### config.mk
export PLATFORM = sky130hd
export DESIGN_NAME = seg7_value_display
export DESIGN_NICKNAME = d
export VERILOG_FILES = /design/src/rtl/seg7_pkg.sv /design/src/rtl/bin2bcd_seq.sv /design/src/rtl/seg7_value_display.sv
export SDC_FILE = /design/constraint.sdc
export NUM_CORES = 1
export LEC_CHECK = 0
export BUFFER_PORTS_ARGS = -buffer_cell sky130_fd_sc_hd__buf_2
export CAP_MARGIN = 20
export CORE_MARGIN = 1.5
export CORE_UTILIZATION = 48
export DETAILED_ROUTE_END_ITERATION = 10
export PLACE_DENSITY = 0.71
export SYNTH_ARGS = -nofsm -noshare
export SYNTH_HDL_FRONTEND = slang
export SYNTH_SLANG_ARGS = --single-unit
export TNS_END_PERCENT = 100
### constraint.sdc
create_clock -name clk -period 2.45 [get_ports clk]
set_clock_uncertainty 0.2 [all_clocks]
set_input_delay 0.49 -clock clk [delete_from_list [all_inputs] [get_ports clk]]
set_output_delay 0.49 -clock clk [all_outputs]
set_load 0.005 [all_outputs]
### src/rtl/seg7_pkg.sv
// Shared types, glyph table and helpers for the seven-segment value display.
package seg7_pkg;

  typedef enum logic [1:0] {IDLE, CONV, UPDATE} state_t;

  localparam logic [6:0] DASH  = 7'h40;
  localparam logic [6:0] BLANK = 7'h00;

  // Active-high glyphs, bit0 = segment a; index 15 listed first.
  localparam logic [15:0][6:0] GLYPHS = '{
    7'h71, 7'h79, 7'h5E, 7'h39, 7'h7C, 7'h77, 7'h6F, 7'h7F,
    7'h07, 7'h7D, 7'h6D, 7'h66, 7'h4F, 7'h5B, 7'h06, 7'h3F};

  function automatic logic [6:0] glyph(input logic [3:0] nibble);
    return GLYPHS[nibble];
  endfunction

  function automatic logic [63:0] pow_u(input int base, input int n);
    logic [63:0] r;
    r = 64'd1;
    for (int i = 0; i < n; i++) r = r * 64'(base);
    return r;
  endfunction

endpackage

### src/rtl/bin2bcd_seq.sv
// Sequential double-dabble: one shift/add-3 step per cycle, IN_W steps per conversion.
module bin2bcd_seq #(
  parameter int IN_W   = 8,
  parameter int DIGITS = 3
) (
  input  logic                  clk,
  input  logic                  rst_n,
  input  logic                  start,
  input  logic [IN_W-1:0]       bin,
  output logic                  done,
  output logic [4*DIGITS-1:0]   bcd
);
  localparam int BW = 4*DIGITS;
  localparam int CW = $clog2(IN_W+1);

  logic [IN_W-1:0] sh_q;
  logic [BW-1:0]   bcd_q, adj;
  logic [CW-1:0]   cnt_q;

  always_comb begin
    adj = bcd_q;
    for (int i = 0; i < DIGITS; i++)
      if (bcd_q[4*i +: 4] >= 4'd5) adj[4*i +: 4] = bcd_q[4*i +: 4] + 4'd3;
  end

  // Bits shifted past the top digit are dropped; the caller flags overflow itself.
  always_ff @(posedge clk or negedge rst_n) begin
    if (!rst_n) begin
      sh_q  <= '0;
      bcd_q <= '0;
      cnt_q <= '0;
    end else if (start) begin
      sh_q  <= bin;
      bcd_q <= '0;
      cnt_q <= CW'(IN_W);
    end else if (cnt_q != '0) begin
      bcd_q <= {adj[BW-2:0], sh_q[IN_W-1]};
      sh_q  <= sh_q << 1;
      cnt_q <= cnt_q - CW'(1);
    end
  end

  // High during the final step; bcd holds the result after that edge.
  assign done = (cnt_q == CW'(1));
  assign bcd  = bcd_q;

endmodule

### src/rtl/seg7_value_display.sv
// Latches a value and renders it in hex or decimal on DIGITS seven-segment digits.
module seg7_value_display
  import seg7_pkg::*;
#(
  parameter int IN_W       = 8,
  parameter int DIGITS     = 3,
  parameter bit ACTIVE_LOW = 1'b1,
  parameter int BLINK_DIV  = 25_000_000
) (
  input  logic                  clk,
  input  logic                  rst_n,
  input  logic [IN_W-1:0]       value_i,
  input  logic                  load_i,
  input  logic                  mode_i,
  input  logic                  blank_lz_i,
  output logic                  busy_o,
  output logic                  done_o,
  output logic                  ovf_o,
  output logic [7*DIGITS-1:0]   seg_o,
  output logic [IN_W-1:0]       led_o
);
  localparam int BW  = 4*DIGITS;
  localparam int BCW = (BLINK_DIV > 1) ? $clog2(BLINK_DIV) : 1;
  localparam logic [63:0] DEC_LIM = pow_u(10, DIGITS);

  state_t state_q, state_d;
  logic [IN_W-1:0] val_q;
  logic mode_q, blank_q, ovf_q, done_q, disp_ovf_q, phase_q;
  logic [DIGITS-1:0][6:0] pat_q, pat_d;
  logic [BCW-1:0] bcnt_q;
  logic [BW-1:0] bcd, hex_ext, nib;
  logic conv_done, accept, ovf_now, seen;

  assign accept  = (state_q == IDLE) && load_i;
  assign ovf_now = mode_i ? (64'(value_i) >= DEC_LIM) : (|(value_i >> BW));
  assign hex_ext = BW'(val_q);

  bin2bcd_seq #(.IN_W(IN_W), .DIGITS(DIGITS)) u_b2b (
    .clk   (clk),
    .rst_n (rst_n),
    .start (accept && mode_i),
    .bin   (value_i),
    .done  (conv_done),
    .bcd   (bcd)
  );

  always_comb begin
    state_d = state_q;
    case (state_q)
      IDLE:    if (load_i) state_d = mode_i ? CONV : UPDATE;
      CONV:    if (conv_done) state_d = UPDATE;
      UPDATE:  state_d = IDLE;
      default: state_d = IDLE;
    endcase
  end

  // Walk from the top digit down; blank until the first non-zero digit.
  always_comb begin
    seen  = 1'b0;
    nib   = mode_q ? bcd : hex_ext;
    pat_d = '0;
    for (int i = DIGITS-1; i >= 0; i--) begin
      seen = seen | (nib[4*i +: 4] != 4'd0);
      if (ovf_q)                            pat_d[i] = DASH;
      else if (blank_q && !seen && i != 0)  pat_d[i] = BLANK;
      else                                  pat_d[i] = glyph(nib[4*i +: 4]);
    end
  end

  always_ff @(posedge clk or negedge rst_n) begin
    if (!rst_n) begin
      state_q    <= IDLE;
      val_q      <= '0;
      mode_q     <= 1'b0;
      blank_q    <= 1'b0;
      ovf_q      <= 1'b0;
      done_q     <= 1'b0;
      disp_ovf_q <= 1'b0;
      pat_q      <= '0;
    end else begin
      state_q <= state_d;
      done_q  <= (state_q == UPDATE);
      if (accept) begin
        val_q   <= value_i;
        mode_q  <= mode_i;
        blank_q <= blank_lz_i;
        ovf_q   <= ovf_now;
      end
      if (state_q == UPDATE) begin
        pat_q      <= pat_d;
        disp_ovf_q <= ovf_q;
      end
    end
  end

  always_ff @(posedge clk or negedge rst_n) begin
    if (!rst_n) begin
      bcnt_q  <= '0;
      phase_q <= 1'b0;
    end else if (bcnt_q == BCW'(BLINK_DIV-1)) begin
      bcnt_q  <= '0;
      phase_q <= ~phase_q;
    end else begin
      bcnt_q  <= bcnt_q + BCW'(1);
    end
  end

  // Overflow dashes go dark in the odd blink phase; polarity applied last.
  assign seg_o  = ((disp_ovf_q && phase_q) ? '0 : pat_q) ^ {(7*DIGITS){ACTIVE_LOW}};
  assign busy_o = (state_q != IDLE);
  assign done_o = done_q;
  assign ovf_o  = ovf_q;
  assign led_o  = val_q;

endmodule
==> flow_summary.yaml <==
yosys:
  synth-main-ff-cell: "dfrtp_1"
  synth_area_per_cell_sq_um: 9.024
  yosysUniqueCellTypes: 52
  synth-seq-area-share: 0.4072
  netlist_area_sq_um: 3565
  async_reset_ff_frac: 1.000
  syn_nets: 435
  synth_edf_count: 0
  syn_inst: 395
  ys_seq_elements: 58
  ys_warn_count: 0
final_layout:
  nets: 483
  diodes: 0
  fin_area_sq_um: 4151
  fillers: 675
  layout_common_cells: "nand2_1, dfrtp_1, inv_1"
  drive_above_1_share: 0.2121
  register_area_sq_um: 1451
  fin_util: 0.5754
  multiInputGateArea_sq_um: 1844
  final_common_cell: "nand2_1"
  syn_to_final_growth_pct: 16.46
floorplan:
  dieArea_sq_um: 7952
  row_count: 31
  fp.dieW_um: 89.18
  coreArea_sq_um: 7214
  io_pins: 45
  start_util: 0.4941
  die_h_um: 89.18
clocking:
  numCtsBuffers: 9
  clock_latency_ns: 0.35
  ctsRootBufferMaster: "clkbuf_8"
  clkTransAtPathRegs_ns: 0.07
  cts_tree: "built"
  cts_resized: 0
  clock-sinks: 58
  cts-htree-levels: 3
  postCtsSetupBuffers: 0
  clockBufferDepth: 2
sta:
  min_period_over_period: 0.8520
  hold_viol_final: 0
  maxSlewHeadroom: 0.5535
  maxSlewViolCount: 0
  grt_setup_unrepaired: "false"
  timing.setup.tns_ns: 0
  worstMarginPinSlew_ns: 0.6681
  fmax_mhz: 479.0
  finalHoldWorstSlack_ns: 0.1521
  setup_violations: 0
  fin_crit_ns: 2.088
route:
  drc: 0
  dr.pass1.iters: 5
  routed_via_density: 5.219
  wl_per_cell_um: 13.59
  drt-initial-drc-count: 131
  vias: 2855
  detail-route-antenna-nets: 0
  drt_wl_total_mm: 7.432
power:
  p_total_w: 0.006107
  pwr-share-seq: 0.299
  internal_power_w: 0.003495
  switchingPower_w: 0.002613
  power_frac_clock: 0.165
  p_leak_nw: 1.988
  switching_share: 0.4278
  combPwrFrac: 0.536
  irDropWorstVdd_uv: 670.1
  power.density_nw_per_um2: 1471
setup_path:
  r2r_slack_ns: 0.36
  crit_arrival_ns: 2.11
  cp_top_family: "flip-flops"
  critPathLaunch: "mode_q"
  worst-path-max-fanout: 8
  slowest_delay_ns: 0.42
  timing.critical_path.depth: 8
  crit_slowest_cell: "dfrtp_1"
  reg2reg_depth: 8
  setup.worst_path.end: "pat_q[10]"
  cp.required_ns: 2.47
  r2r-start: "mode_q"
  r2r-end: "pat_q[10]"
  crit_type: "flip-flop to flip-flop"
  critPathLaunchType: "flip-flop"
  end_kind: "flip-flop"
  cp.buffers_inverters: 2
  crit_path_frequent_cell: "o21ai_0"
  path_cells: "buf_4 > mux2_4 > inv_1 > ha_1 > nor2_1 > a211oi_1 > o21ai_0 > o21ai_0"
place:
  place_congestion: 0.8400
  dp.final_hpwl_mm: 5.369
  portBuffers: 43
  dpl_cell_area_sq_um: 3915
global_routing:
  grt_usage: 0.1987
  grt_pass1_wl_mm: 12.01
  grt_max_degree: 37
  overflow: 0
  grt_pass1_vias: 2567
  gr-usage-met3: 0.03970
  grt.busiest_layer: "met2"
  grt_use_met2: 0.3090
  antenna_found_initial: 0
  use_met1: 0.2635
status:
  status: "finished clean"
min_path:
  min_path_type: "primary input to flip-flop"
run:
  drv_cap: 0
==> synth_stat cells, drive strengths merged, types with 2 or more instances <==
cell    number  area [sq um]
a211oi       4         30.03
a21oi       24         120.1
a22o         2         17.52
a22oi        4         30.03
a31oi        9         71.32
a32oi        2         17.52
and2         3         18.77
buf         12         77.57
clkbuf       7         26.28
dfrtp       58          1451
ha          27         337.8
inv         44         165.2
mux2        15         172.7
mux2i       12         145.1
nand2       60         225.2
nand2b       4         25.02
nand3        7         35.03
nand3b       2         15.01
nand4        2         12.51
nor2        31         118.9
nor2b        3         21.27
nor3         2         10.01
o211ai       2         15.01
o21ai       31         158.9
o221ai       2         17.52
o311ai       2         17.52
o31ai        3         22.52
o32ai        2         17.52
xnor2        5         43.79
==> final cells by class <==
class / instances / share of cell area
multi-input cells: 274 / 0.4442
clock buffers: 9 / 0.02984
well taps: 99 / 0.02984
inverters: 44 / 0.03978
clock inverters: 7 / 0.02471
repair buffers: 56 / 0.08198
flip-flops and latches: 58 / 0.3496
==> tightest hold or removal path, delay by kind of cell <==
kind          cells  cell delay, ns
buf+inv           1            0.09
simple gates      2            0.09
==> worst min path at each step <==
stage,from,to,slack [ns],cells past startpoint
finish,value_i[0],u_b2b.sh_q[0],0.15,3
CTS,value_i[0],u_b2b.sh_q[0],0.14,3
global placement,state_q[1],state_q[1],0.25,1
global route,value_i[0],u_b2b.sh_q[0],0.14,3
floorplan,rst_n,blank_q,-0.006,0
detailed placement,pat_q[3],pat_q[3],0.27,2
==> layer usage <==
| layer | up-vias | routed length [um] | part of all wire |
|---|---|---|---|
| met5 | - | 0 | 0 |
| met3 | 11 | 410 | 0.055 |
| li1 | 1434 | - | - |
| met1 | 1315 | 3534 | 0.48 |
| met4 | 0 | 148 | 0.020 |
| met2 | 95 | 3338 | 0.45 |
==> power by group through the flow <==
stage	registers [W]	logic, W	clock network (W)
floorplan	0.00170	0.00246	0
global placement	0.00183	0.00314	0
detailed placement	0.00185	0.00324	0
CTS	0.00183	0.00328	0.00102
global route	0.00191	0.00371	0.00107
finish	0.00183	0.00327	0.00101
==> cells by family (layout without fill, tap and decap cells) <==
kind of cell               count (synthesis)  in the layout  share of synthesized area
and+or+nand+nor                          118            118                     0.1436
AOI/OAI and AO/OA                         94             94                     0.1678
buffers and inverters                     63            116                    0.07547
DFF                                       58             58                     0.4072
muxes                                     28             28                    0.09547
adders and majority gates                 27             27                    0.09477
xor gates and xnor gates                   6              6                    0.01474
other                                      1              1                   0.001052
==> timing repair <==
| action | 4_1_cts | 5_1_grt |
|---|---|---|
| hold endpoints to repair | 22 | 0 |
| setup endpoints to repair | 0 | 0 |
| hold buffers | 1 | 0 |
==> through the flow <==
step,instances,setup slack [ns]
after floorplan,395,0.08176
after global placement,530,0.4197
after detailed placement,530,0.3814
after CTS,547,0.3613
after global routing,547,0.1860
final,547,0.3625
==> sequential cells by signal, summed over array words and instances, names as in the netlist <==
| register | count |
|---|---|
| blank_q | 1 |
| u_b2b.bcd | 12 |
| u_b2b.sh_q | 8 |
| done_o | 1 |
| state_q | 2 |
| led_o | 8 |
| pat_q | 21 |
| u_b2b.cnt_q | 4 |
| mode_q | 1 |
(Power assumes the default switching activity.)
